**src/rtl/apb_mem_slave.sv**
```systemverilog
// -----------------------------------------------------------------------------
// apb_mem_slave
//
// Word-organised RAM behind an APB completer interface. Each transfer runs
// through a setup cycle followed by 1+WAIT_CYCLES access cycles. pready and
// pslverr are decoded purely from registered state, so no combinational path
// exists from the bus inputs to the response outputs.
//
// Parameters
//   DATA_WIDTH  : data bus width in bits (multiple of 8, 8..64)
//   ADDR_WIDTH  : byte-address width of paddr
//   DEPTH       : number of DATA_WIDTH-bit words (any value >= 1)
//   WAIT_CYCLES : wait states inserted per transfer (0..15)
//
// Ports
//   clock    in   bus clock, rising edge
//   resetn   in   asynchronous active-low reset
//   pselx    in   slave select
//   penable  in   access-phase indicator
//   pwrite   in   1 = write, 0 = read
//   paddr    in   byte address
//   pwdata   in   write data
//   pstrb    in   write byte-lane enables
//   pready   out  transfer completes this cycle
//   prdata   out  read data (holds its value between reads)
//   pslverr  out  error response (word index out of range), only with pready
// -----------------------------------------------------------------------------
module apb_mem_slave #(
  parameter int DATA_WIDTH  = 32,
  parameter int ADDR_WIDTH  = 12,
  parameter int DEPTH       = 64,
  parameter int WAIT_CYCLES = 2
) (
  input  logic                    clock,
  input  logic                    resetn,
  input  logic                    pselx,
  input  logic                    penable,
  input  logic                    pwrite,
  input  logic [ADDR_WIDTH-1:0]   paddr,
  input  logic [DATA_WIDTH-1:0]   pwdata,
  input  logic [DATA_WIDTH/8-1:0] pstrb,
  output logic                    pready,
  output logic [DATA_WIDTH-1:0]   prdata,
  output logic                    pslverr
);

  localparam int STRB_W = DATA_WIDTH / 8;
  localparam int SHIFT  = $clog2(STRB_W);
  localparam int IDX_W  = ADDR_WIDTH - SHIFT;
  localparam int MEM_AW = (DEPTH > 1) ? $clog2(DEPTH) : 1;

  typedef enum logic {
    IDLE,
    ACCESS
  } state_t;

  state_t state, state_next;

  // Transfer context captured at the setup edge; bus changes during the
  // access phase are deliberately ignored.
  logic [3:0]            wait_cnt;
  logic [MEM_AW-1:0]     cap_idx;
  logic                  cap_write;
  logic                  cap_oor;
  logic [DATA_WIDTH-1:0] cap_wdata;
  logic [STRB_W-1:0]     cap_strb;

  logic [DATA_WIDTH-1:0] mem [DEPTH];

  logic [IDX_W-1:0] in_idx;
  logic             in_oor;
  logic             setup;
  logic             complete;

  // Byte-offset bits inside a word carry no information for a word RAM.
  assign in_idx = paddr[ADDR_WIDTH-1:SHIFT];
  assign in_oor = 32'(in_idx) >= 32'(DEPTH);

  if (SHIFT > 0) begin : g_low_bits
    logic unused_low_bits;
    assign unused_low_bits = ^paddr[SHIFT-1:0];
  end

  assign pready  = (state == ACCESS) && (wait_cnt == '0);
  assign pslverr = pready && cap_oor;

  // ---------------------------------------------------------------------------
  // FSM state register
  // ---------------------------------------------------------------------------
  // NOTE: state-holding processes use non-blocking (<=) assignments so every
  // register samples the pre-edge values of the others; blocking (=) is kept
  // for the combinational process below.
  always_ff @(posedge clock or negedge resetn) begin
    if (!resetn) begin
      state <= IDLE;
    end else begin
      state <= state_next;
    end
  end

  // ---------------------------------------------------------------------------
  // FSM next-state and transfer strobes
  // ---------------------------------------------------------------------------
  always_comb begin
    // NOTE: every output of this block is defaulted first so that no path
    // through the case leaves a signal unassigned, which would infer a latch.
    state_next = state;
    setup      = 1'b0;
    complete   = 1'b0;
    unique case (state)
      IDLE: begin
        if (pselx && !penable) begin
          setup      = 1'b1;
          state_next = ACCESS;
        end
      end
      ACCESS: begin
        if (!pselx) begin
          // Master withdrew the select: abort without touching memory.
          state_next = IDLE;
        end else if ((wait_cnt == '0) && penable) begin
          complete   = 1'b1;
          state_next = IDLE;
        end
      end
      default: state_next = IDLE;
    endcase
  end

  // ---------------------------------------------------------------------------
  // Capture registers, wait counter and read data
  // ---------------------------------------------------------------------------
  always_ff @(posedge clock or negedge resetn) begin
    if (!resetn) begin
      wait_cnt  <= '0;
      cap_idx   <= '0;
      cap_write <= 1'b0;
      cap_oor   <= 1'b0;
      cap_wdata <= '0;
      cap_strb  <= '0;
      prdata    <= '0;
    end else if (setup) begin
      cap_idx   <= in_idx[MEM_AW-1:0];
      cap_write <= pwrite;
      cap_oor   <= in_oor;
      cap_wdata <= pwdata;
      cap_strb  <= pstrb;
      wait_cnt  <= 4'(WAIT_CYCLES);
      // Read data is fetched at the setup edge and simply held until pready.
      if (!pwrite) begin
        prdata <= in_oor ? '0 : mem[in_idx[MEM_AW-1:0]];
      end
    end else if ((state == ACCESS) && pselx && (wait_cnt != '0)) begin
      wait_cnt <= wait_cnt - 4'd1;
    end
  end

  // ---------------------------------------------------------------------------
  // Memory array write port
  // ---------------------------------------------------------------------------
  // NOTE: the RAM has no reset so it maps onto plain storage cells; its
  // contents are undefined until written. A reset in the middle of a transfer
  // forces the FSM to IDLE, which suppresses the pending write.
  always_ff @(posedge clock) begin
    if (complete && cap_write && !cap_oor) begin
      for (int b = 0; b < STRB_W; b++) begin
        if (cap_strb[b]) begin
          mem[cap_idx][8*b +: 8] <= cap_wdata[8*b +: 8];
        end
      end
    end
  end

endmodule

```
**config.mk**
```make
export PLATFORM = sky130hd
export DESIGN_NAME = apb_mem_slave
export DESIGN_NICKNAME = d
export VERILOG_FILES = /design/src/rtl/apb_mem_slave.sv
export SDC_FILE = /design/constraint.sdc
export NUM_CORES = 2
export LEC_CHECK = 0
export CAP_MARGIN = 30
export CORE_UTILIZATION = 32
export DETAILED_ROUTE_END_ITERATION = 7
export PLACE_DENSITY_LB_ADDON = 0.2
export SLEW_MARGIN = 20
export SYNTH_ARGS = -nofsm -noshare
export SYNTH_HDL_FRONTEND = slang
export SYNTH_SLANG_ARGS = --single-unit
export TNS_END_PERCENT = 100
```
**constraint.sdc**
```tcl
create_clock -name clock -period 3.14 [get_ports clock]
set_input_delay 0.314 -clock clock [delete_from_list [all_inputs] [get_ports clock]]
set_output_delay 0.314 -clock clock [all_outputs]
set_load 0.05 [all_outputs]
```
Word-level counts from Yosys, hierarchy flattened

Memories as Yosys holds them, arrays and structs flattened.
Index checks and enable logic that the tools add are counted.

Register bits after elaboration: 81
Bits in writable memories: 2,048
Bits of input ports: 53
Output and inout bits: 34
Word-level logic and storage cells: 50
Memories: 1

$add $sub $neg: 1
$lt $le $gt $ge: 1
Muxes and demuxes: 23
Bitwise operators: 2
Reductions and logical operators: 14

Memory list:

| name | words | width | rd ports | clocked after memory_dff | write ports | RTL line | RTL |
|---|---|---|---|---|---|---|---|
| mem  | 64    | 32    | 1        | 0                        | 1           | 68       | `logic [DATA_WIDTH-1:0] mem [DEPTH];` |

Operators with widths:

| cell                                                 | number |
|---|---|
| 2-to-1 mux 32 bit                                    | 1 |
| 2-to-1 mux 1 bit                                     | 19 |
| >= comparator 10 x 7 -> 1 bit, second input constant | 1 |
| logical AND 1 bit                                    | 8 |
| 2-to-1 mux 4 bit                                     | 2 |
| zero test 4 bit                                      | 1 |
| nonzero test 4 bit                                   | 1 |
| subtractor 4 x 1 -> 4 bit, second input constant     | 1 |
| zero test 1 bit                                      | 2 |
| NOT 1 bit                                            | 2 |
| one-hot mux 1 bit (2 select lines)                   | 1 |
| AND reduction 2 bit                                  | 1 |
| nonzero test 2 bit                                   | 1 |

Depth between registers and ports, before layout

Depth after elaboration: 9
Depth in mapped cells: 12
Depth with buffers taken out: 7

Worst setup path after synthesis

Ideal clock, no wire load.

Path type: register to register
Start: reg wait_cnt[0]
End: mem mem[10][0], enable pin
Library setup time: 370 ps
Data arrival time: 2,288 ps
Data required time: 2,770 ps
Setup slack: 481 ps
Stages on the path, launching flop included: 9
Path buffers: 2
Clock period less this slack: 2,659 ps
Path through: dfrtp_1 -> inv_1 -> ha_1 -> and3_1 -> and4_1 -> clkbuf_1 -> nand2_1 -> clkbuf_1 -> nor2_1

Longest elaborated chain between the ends: 9

Ends and longest elaborated chain:

| item                                   | RTL line | RTL |
|---|---|---|
| from (decl)                            | 61       | `logic [3:0] wait_cnt;` |
| from (signal assigned)                 | 148      | `wait_cnt <= 4'(WAIT_CYCLES);` |
| from (signal assigned)                 | 154      | `wait_cnt <= wait_cnt - 4'd1;` |
| zero test 4 bit                        | 121      | `end else if ((wait_cnt == '0) && penable) begin` |
| logical AND 1 bit                      | 121      |  |
| 2-to-1 mux 1 bit                       | 121      |  |
| 2-to-1 mux 1 bit                       | 118      | `if (!pselx) begin` |
| 2-to-1 mux 1 bit                       | 110      | `unique case (state)` |
| logical AND 1 bit (2 in a row)         | 165      | `if (complete && cap_write && !cap_oor) begin` |
| 2-to-1 mux 1 bit                       | 165      |  |
| 2-to-1 mux 1 bit (not written as such) | 168      | `mem[cap_idx][8*b +: 8] <= cap_wdata[8*b +: 8];` |
| to (decl)                              | 68       |  |

No other way between the ends.

Final worst setup path

Start: reg wait_cnt[0]
End: out pslverr

Longest elaborated chain between the ends: 3

Ends and longest elaborated chain:

| item              | RTL line | RTL |
|---|---|---|
| zero test 4 bit   | 84       | `assign pready = (state == ACCESS) && (wait_cnt == '0);` |
| logical AND 1 bit | 84       |  |
| logical AND 1 bit | 85       | `assign pslverr = pready && cap_oor;` |
| to (decl)         | 44       | `output logic pslverr` |

No other way between the ends.

==> impl_metrics.csv <==
group,metric,value,unit
cells_and_area,area_growth,19.48,%
yosys,async_flop_share,3.805,%
critical_path,r2r-end,"prdata[12]$_DFFE_PN0P_",
power_and_ir_drop,power.density,660.9,nW/um^2
flow_run,maxCapViolCount,0,
placement,globalplace.congestion,0.8145,
floorplanning,pin_count,87,
cells_and_area,final_cell_mix,"2048 x edfxtp_1, 486 x buf_4, 410 x mux2i_1",
cells_and_area,mostFrequentLayoutCell,"edfxtp_1",
clocking,cts_buffers,221,
drt,drc,0,
clocking,ctsHoldBuffers,17,
clocking,clk_latency,0.88,ns
clocking,root_buffer,"clkbuf_16",
timing,max_slew_margin,35.30,%
clocking,cts_resized,0,
timing,fmaxAchievable,0.3347,GHz
critical_path,start_kind,"flip-flop",
clocking,ctsLongestPathBuffers,3,
drt,drt-vias-per-instance,5.169,
clocking,tritoncts,"yes",
timing,final-max-slew-violation-count,0,
clocking,path_clk_slew,0.06,ns
floorplanning,die_x,510.8,um
yosys,synth-edff-count,2048,
timing,worst_pin_slew,0.9704,ns
critical_path,cp.arrival,2.67,ns
critical_path,crit-reg2reg-launch,"state$_DFF_PN0_",
power_and_ir_drop,pwr-share-clk,39.3,%
cells_and_area,drive_gt1_share,27.79,%
timing,fin_worst_skew,0.04673,ns
min_path,hold_depth,2,
critical_path,slowest_delay,0.79,ns
critical_path,reg2reg_slack,0.27,ns
yosys,ys.flop_type,"edfxtp_1",
drt,ant_nets,0,
global_routing,grt.total_usage,19.03,%
power_and_ir_drop,power_leakage,32.60,nW
clocking,cts_num_sinks,2129,
placement,placed_cells_incl_taps,7871,
critical_path,required,2.83,ns
timing,setup_tns,0,ns
global_routing,grt_max_degree,66,
yosys,synth.yosys.seq_area_share,76.68,%
placement,numPortBuffers,84,
timing,setup_viol,0,
global_routing,grt_pass1_wl,348900,um
power_and_ir_drop,p_switching,0.01576,W
floorplanning,rows,186,
cells_and_area,final_cell_count_no_fill,8309,
clocking,htree_levels,4,
run_status,status,"complete, no violations",
critical_path,path_class,"reg2out",
drt,drt-pass1-iter-count,7,
critical_path,worst-path-buf-inv,2,
global_routing,antenna_found_initial,16,
min_path,whs_endpoint,"cap_wdata[25]$_DFFE_PN0P_",
power_and_ir_drop,p_sw_share,24.09,%
timing,fin_crit,2.987,ns
critical_path,path_depth,5,
power_and_ir_drop,power.internal,0.04966,W
critical_path,path_delay_family,"buffers and inverters",
min_path,min-delay-start,"pwdata[25]",
critical_path,path_cells,"inv_1 > ha_1 > and3_1 > and2_1 > clkdlybuf4s50_1",
yosys,synth_cells,4102,
critical_path,crit_path_max_fanout,3,
timing,timing.final.crit_share,95.14,%
floorplanning,die_h,510.8,um
power_and_ir_drop,combPwrFrac,7.4,%
global_routing,grt_overflow_total,0,
power_and_ir_drop,vdd_drop_max,0.0005893,V
critical_path,endpoint_kind,"output port",
cells_and_area,fillerInstances,23240,
drt,drtIter0Drc,4377,
critical_path,r2r_cells,7,
timing,final-hold-violation-count,0,
min_path,hold_path_class,"in2reg",
placement,detailed_place_hpwl,166800,um
floorplanning,initial_core_util,32.21,%
yosys,netlist-cell-type-count,48,
clocking,post-cts-setup-buffers,0,
power_and_ir_drop,power_frac_seq,53.2,%
yosys,syn-num-nets,4157,
drt,dr_total_vias,42950,
floorplanning,fp.coreArea,257200,sq um
yosys,synth_seq_cells,2129,
drt,wl_per_cell,30.11,um
yosys,synth_area,82840,sq um
drt,wirelength,250200,um
floorplanning,die-area,260900,sq um
timing,rsz0062_at_grt,"no",
yosys,yosys_warnings,0,
yosys,synth.avg_cell_area,20.20,sq um
cells_and_area,nets,4785,
global_routing,grt_pass1_vias,43270,
critical_path,slowest_stage,"clkdlybuf4s50_1",
-- area by class of cell --
type                       instances  area (sq um)  share of cell area [%]
sequential                      2129         63570                   64.22
multi-input combinational       1722         18060                   18.25
timing repair buffer             653          6025                   6.087
clock buffer                     288          5874                   5.935
tap                             3384          4234                   4.278
clock inverter                   124          1186                   1.198
antenna                            6         15.01                 0.01517
inverter                           3         13.76                 0.01391
-- power groups by stage --
| stage | sequential [W] | clock, W | combinational (W) |
|---|---|---|---|
| detailed placement | 0.0356 | 0 | 0.00473 |
| global placement | 0.0358 | 0 | 0.00430 |
| floorplan | 0.0353 | 0 | 0.00183 |
| global route | 0.0350 | 0.0273 | 0.00517 |
| CTS | 0.0350 | 0.0263 | 0.00476 |
| finish | 0.0348 | 0.0257 | 0.00486 |
-- how the worst max path moves through the flow --
stage,from,to,slack (ns)
floorplan,wait_cnt[0]$_DFFE_PN0P_,mem[10][0]$_DFFE_PP_,0.48
global placement,paddr[2],prdata[29]$_DFFE_PN0P_,-0.02
detailed placement,paddr[2],prdata[29]$_DFFE_PN0P_,-0.04
CTS,wait_cnt[0]$_DFFE_PN0P_,pslverr,0.06
global route,wait_cnt[0]$_DFFE_PN0P_,pslverr,0.06
finish,wait_cnt[0]$_DFFE_PN0P_,pslverr,0.15
-- sequential cells by signal, indices dropped and copies added, names as in the netlist --
register / cells
prdata: 32
cap_write: 1
cap_idx: 6
mem: 2048
cap_oor: 1
state: 1
cap_wdata: 32
wait_cnt: 4
cap_strb: 4
-- kinds of logic (layout without fill, tap and decap cells) --
family / after synthesis / in the layout / share of synthesized area (%)
DFF: 2129 / 2129 / 76.68
AOI/OAI and AO/OA: 342 / 342 / 2.868
other: 0 / 6 / 0
and+or+nand+nor: 510 / 510 / 2.614
muxes: 865 / 865 / 16.17
xor gates and xnor gates: 3 / 3 / 0.03172
buffers and inverters: 251 / 1068 / 1.605
adders and majority gates: 2 / 2 / 0.03020
-- through the flow --
stage | cell area (sq um) | worst slack [ns] | hold WS [ns] | util (%) | total power [W]
floorplan | 82840 | 0.4815 | 0.01841 | - | 0.03711
global placement | 91530 | -0.01725 | 0.3496 | 35.59 | 0.04009
detailed placement | 91660 | -0.03743 | 0.3498 | 35.64 | 0.04037
CTS | 98890 | 0.05635 | 0.003261 | 38.46 | 0.06610
global route | 98960 | 0.05509 | 0.04340 | 38.48 | 0.06743
finish | 98980 | 0.1526 | 0.07433 | 38.49 | 0.06542
-- cell usage after synthesis (5+ instances only) --
cell type  count  share of area (%)
a211oi_1      16               0.14
a21oi_1       70               0.42
a221o_1       16               0.19
a221oi_1       5              0.053
a22o_1         6              0.063
a22oi_1      149                1.4
a31oi_1       11              0.083
and2_1         5              0.038
and3_1        11              0.083
buf_1         23               0.10
buf_2         55               0.33
buf_4         27               0.24
buf_6         29               0.39
clkbuf_1     114               0.52
dfrtp_1       81                2.4
edfxtp_1    2048                 74
mux2_2        85                1.2
mux2i_1      410                5.0
mux4_2       370                 10
nand2_1      121               0.55
nand2b_1       6              0.045
nand3_1       32               0.19
nand4_1        6              0.045
nor2_1       279                1.3
nor2b_1       13              0.098
nor3_1         7              0.042
nor3b_1        7              0.063
nor4_1        16               0.12
o211ai_1       8              0.072
o21ai_0        6              0.036
o21ai_1       16              0.097
o221ai_1      11               0.12
o22ai_1       17               0.13
o31ai_1        5              0.045
-- layer usage --
| layer | vias to the layer above | GRT usage (%) | share of wire (%) |
|---|---|---|---|
| li1 | 18080 | - | - |
| met1 | 23160 | 26.43 | 43 |
| met2 | 1402 | 30.68 | 48 |
| met3 | 299 | 3.243 | 6.4 |
| met4 | 8 | 5.380 | 2.9 |
| met5 | - | 0 | 0.023 |
No activity file was read; power rests on OpenSTA's default activity.
